### config.mk
export PLATFORM = sky130hd
export DESIGN_NAME = segment_scanner
export DESIGN_NICKNAME = d
export VERILOG_FILES = /design/src/rtl/segment_scanner.sv
export SDC_FILE = /design/constraint.sdc
export NUM_CORES = 1
export LEC_CHECK = 0
export BUFFER_PORTS_ARGS = -buffer_cell sky130_fd_sc_hd__clkbuf_2
export CAP_MARGIN = 40
export CORE_MARGIN = 3
export CORE_UTILIZATION = 40
export CTS_CLUSTER_SIZE = 20
export DETAILED_ROUTE_END_ITERATION = 8
export PLACE_DENSITY_LB_ADDON = 0.12
export REMOVE_ABC_BUFFERS = 1
export SLEW_MARGIN = 20
export SYNTH_ARGS = -nofsm -noshare
export SYNTH_HDL_FRONTEND = slang
export SYNTH_SLANG_ARGS = --single-unit
### constraint.sdc
create_clock -name clock -period 2.6 [get_ports clock]
set_clock_uncertainty 0.15 [all_clocks]
set_input_delay 0.26 -clock clock [delete_from_list [all_inputs] [get_ports clock]]
set_output_delay 0.26 -clock clock [all_outputs]
set_load 0.01 [all_outputs]
### src/rtl/segment_scanner.sv
// Time-multiplexed driver for a common-anode multi-digit 7-segment display.
// Presents one nibble per slot and blanks all anodes at the start of each slot.
module segment_scanner #(
    parameter int digits       = 4,
    parameter int prescale     = 1000,
    parameter int blank_cycles = 2
) (
    input  logic                  clock,
    input  logic                  reset,
    input  logic [digits*4-1:0]   value,
    input  logic                  load,
    input  logic                  leading_blank,
    output logic [3:0]            number,
    output logic [digits-1:0]     digit_enable,
    output logic                  frame_done
);

    localparam int CW = (prescale > 1) ? $clog2(prescale) : 1;
    localparam int IW = (digits > 1) ? $clog2(digits) : 1;
    localparam logic [CW-1:0] LAST_COUNT = CW'(prescale - 1);
    localparam logic [CW-1:0] BLANK_END  = CW'(blank_cycles);
    localparam logic [IW-1:0] LAST_INDEX = IW'(digits - 1);

    logic [CW-1:0]          count_q, count_d;
    logic [IW-1:0]          index_q, index_d;
    logic [digits*4-1:0]    shadow_q, shadow_d;
    logic [digits*4-1:0]    display_q, display_d;
    logic                   pending_q, pending_d;
    logic [3:0]             number_q, number_d;
    logic [digits-1:0]      enable_q, enable_d;
    logic                   frameDone_q, frameDone_d;

    logic                   slotEnd;
    logic                   frameEnd;
    logic                   suppress;
    logic                   zeroAcc;
    logic [digits-1:0]      upperZero;

    // Outputs are computed from next-state values so the registered outputs
    // always describe the slot the counter is currently in.
    always_comb begin
        slotEnd  = (count_q == LAST_COUNT);
        frameEnd = slotEnd && (index_q == LAST_INDEX);

        count_d = slotEnd ? '0 : count_q + CW'(1);
        index_d = index_q;
        if (slotEnd) begin
            index_d = (index_q == LAST_INDEX) ? '0 : index_q + IW'(1);
        end

        shadow_d  = load ? value : shadow_q;
        display_d = display_q;
        pending_d = pending_q | load;
        // A load landing on the frame boundary bypasses the stale shadow.
        if (frameEnd) begin
            if (load) begin
                display_d = value;
            end else if (pending_q) begin
                display_d = shadow_q;
            end
            pending_d = 1'b0;
        end

        zeroAcc   = 1'b1;
        upperZero = '0;
        for (int i = digits - 1; i >= 0; i--) begin
            zeroAcc      = zeroAcc && (display_d[i*4 +: 4] == 4'h0);
            upperZero[i] = zeroAcc;
        end

        suppress = leading_blank && (index_d != '0) && upperZero[index_d];
        number_d = display_d[index_d*4 +: 4];
        enable_d = '1;
        if ((count_d >= BLANK_END) && !suppress) begin
            enable_d[index_d] = 1'b0;
        end
        frameDone_d = (count_d == LAST_COUNT) && (index_d == LAST_INDEX);
    end

    always_ff @(posedge clock) begin
        if (reset) begin
            count_q     <= '0;
            index_q     <= '0;
            shadow_q    <= '0;
            display_q   <= '0;
            pending_q   <= 1'b0;
            number_q    <= 4'h0;
            enable_q    <= '1;
            frameDone_q <= 1'b0;
        end else begin
            count_q     <= count_d;
            index_q     <= index_d;
            shadow_q    <= shadow_d;
            display_q   <= display_d;
            pending_q   <= pending_d;
            number_q    <= number_d;
            enable_q    <= enable_d;
            frameDone_q <= frameDone_d;
        end
    end

    assign number       = number_q;
    assign digit_enable = enable_q;
    assign frame_done   = frameDone_q;

endmodule
==> impl_results.md <==
- Post-synth EDFFs: 0
- Layout net count: roughly 350
- Core area: approximately 6500 um^2
- Critical path, cell by cell: ha_1 > buf_4 > and2_1 > nand3_2 > o32ai_2 > o211a_1 > nand4_1 > o211ai_1
- # rows: 29
- Layout cell share with drive strength beyond 1: 0.227
- Dpl ws: -2.02 ps
- Start point of the critical path: count_q[1]
- Avg Cell Area, Syn: 9.06 um^2
- Clock sink total: 54
- PD cells: 499 nW/um^2
- Max-slew violations: 0
- Worst setup path end: digit_enable[1]
- Clk slew on worst S/H paths: 100 ps
- Die ar.: 7770 um^2
- MaxCap Viol Count: 0
- Fin area: 3090 um^2
- TritonRoute pass-1 iters: 4
- Yosys reg bits: 54
- Clk_lat worst skew: 310 ps
- Flop-to-flop setup slack: 190 ps
- Count leader, synth: dfxtp_1
- Critical path arrival: 2500 ps
- Detailed Route WL: 6.42 mm
- Placed cell areas: 2960 um^2
- RSZ-0062 raised after global routing: true
- Antenna violations before repair: 0
- Post-CTS setup repair buffer count: 0
- Initial Util: 0.418
- Element type at the critical path end: flip-flop
- Seq/Total Area, Yosys: 0.400
- Worst r2r src: count_q[1]
- Critical-path top delay cell: dfxtp_1
- Via density per instance: roughly 5.7
- Fin Hold WS: approximately 40 ps
- CTS root buffer: clkbuf_8
- # diodes: 0
- Post-synth top cells: 54 x dfxtp_1, 51 x nor2_1, 20 x mux2i_1
- Antenna Nets Post-Route: 0
- I/O Buffers: 28
- Reg2Reg Depth: 8
- Cell Area, Synth: 2700 um^2
- GRT Total Usage: 0.176
- Die Y: 88.2 um
- Total Neg Setup Slack: 0 ps
- Final Hold Fails: 0
- TritonCTS Buffers: 5
- Synth Flop Type: dfxtp_1
- Maximum vdd drop: about 0.21 mV
- Library cells used by synthesis: 57
- Worst EP required: 2690 ps
- DRC Markers: 0
- Largest net degree at the start of global routing: 38
- Worst-Margin Slew: roughly 530 ps
- Vias: around 2.3k
- First-pass GRT wire length: 10.7 mm
- Static leakage: 1.23 nW
- Initial DRC Count: 201
- Final period utilization: 0.926
- Clk buf depth: 2
- Synth top area cells: dfxtp_1 40%, mux2i_1 7.4%, nor2_1 7.1%
- Hold Crit Class: in -> reg
- R2R Path End: digit_enable[1]
- Post-DP HPWL: 4.84 mm
- Num ports: 29
- Crit start category: flip-flop
- Area Growth Syn to Fin: 14.3%
- Worst setup margin: 191 ps
- Vias in the first global route: 2,157
- CTS tree: done
- Total power: 1.54 mW
- Yosys warning count: 0
- Cell accounting for the most synthesized area: dfxtp_1
- Final setup fails: 0
- Post-Syn Instances: 298
- Fmax: 415 MHz
- Run status: finished clean
- Fin crit period: 2410 ps
- Gp weighted congestion: 0.947
- Worst path max stage delay: 450 ps
- CP Class: reg -> reg
- DR WL/cell: 15.7 um
- Ys async rst share: 0
- Yosys top cell area share: 0.400
- Worst-path fanout max: 7
- H-tree lvl count: 2
- Die W: 88.2 um
- Worst rel slew slack: 0.645
- Total gr overflow: 0
==> flip-flops by register name (all words and copies together) (netlist names) <==
name          flops
count_q          10
digit_enable      4
display_q        16
frame_done        1
index_q           2
number            4
pending_q         1
shadow_q         16
==> logic make-up (layout without fill, tap and decap cells) <==
family	count (synthesis)	after routing	synth area share
AO/OA/AOI/OAI	68	68	0.193
XOR/XNOR	7	7	0.0227
adder cells (fa/ha/maj)	4	4	0.0185
buffers and inverters	24	57	0.0440
flip-flops	54	54	0.400
multiplexers	27	27	0.104
AND/OR/NAND/NOR	114	114	0.217
==> per-layer routing <==
layer  up-vias  GRT usage  wire length [um]
li1       1149          -                 -
met1      1105      0.250              3280
met2        53      0.269              2820
met3         9     0.0339               239
met4         0     0.0549                87
met5         -          0                 0
==> power by group <==
group	internal [mW]	switching, mW	leakage (nW)	total, mW
Clock	0.245	0.288	0.0544	0.533
Combinational	0.0611	0.0779	0.736	0.139
Sequential	0.848	0.0183	0.440	0.867
Total	1.15	0.385	1.23	1.54
==> critical path, delay by kind of cell, from the launching register on <==
family	cells	cell delay, ps
AO/OA/AOI/OAI	3	880
adder cells (fa/ha/maj)	1	220
buffers and inverters	1	150
flip-flops	1	450
AND/OR/NAND/NOR	3	510
==> how the worst min path moves through the flow <==
stage	from	slack, ps	end	cells after the start
finish	value[10]	40	shadow_q[10]	3
global route	value[9]	60	shadow_q[9]	3
CTS	value[10]	40	shadow_q[10]	3
detailed placement	shadow_q[9]	310	shadow_q[9]	2
global placement	shadow_q[10]	310	shadow_q[10]	2
floorplan	reset	170	number[0]	1
==> cells in the final DEF, fill, tap and decap left out, types with 5 or more instances in the layout <==
cell type | synthesis | layout
a22oi_1 | 8 | 8
mux2_2 | 6 | 6
clkbuf_2 | 0 | 28
buf_4 | 2 | 16
inv_1 | 5 | 5
a22o_1 | 6 | 6
clkbuf_8 | 0 | 7
nand2_1 | 13 | 12
nand3_1 | 11 | 10
mux2i_1 | 20 | 20
a21oi_1 | 12 | 12
nor2b_1 | 5 | 5
nor2_1 | 51 | 50
o21ai_0 | 8 | 8
nor3_1 | 10 | 10
dfxtp_1 | 54 | 54
==> cell type report <==
cell class / count / area (um^2)
fill: 637 / 3370
inverter: 5 / 18.8
sequential: 54 / 1080
timing repair buffer: 44 / 260
multi-input combinational: 220 / 1530
tap: 77 / 96.3
clock buffer: 7 / 96.3
clock inverter: 1 / 8.76
==> stage by stage <==
| stage | instances | utilization |
|---|---|---|
| CTS | 408 | 0.475 |
| floorplan | 279 | - |
| global route | 408 | 0.478 |
| detailed placement | 400 | 0.458 |
| global placement | 400 | 0.458 |
| finish | 408 | 0.478 |
==> repair_timing <==
item                       in CTS  in global routing
gates resized for setup         1                  4
hold buffers                    0                  0
setup endpoints to repair       1                  6
Note: power is estimated with default switching activity, not from simulation.
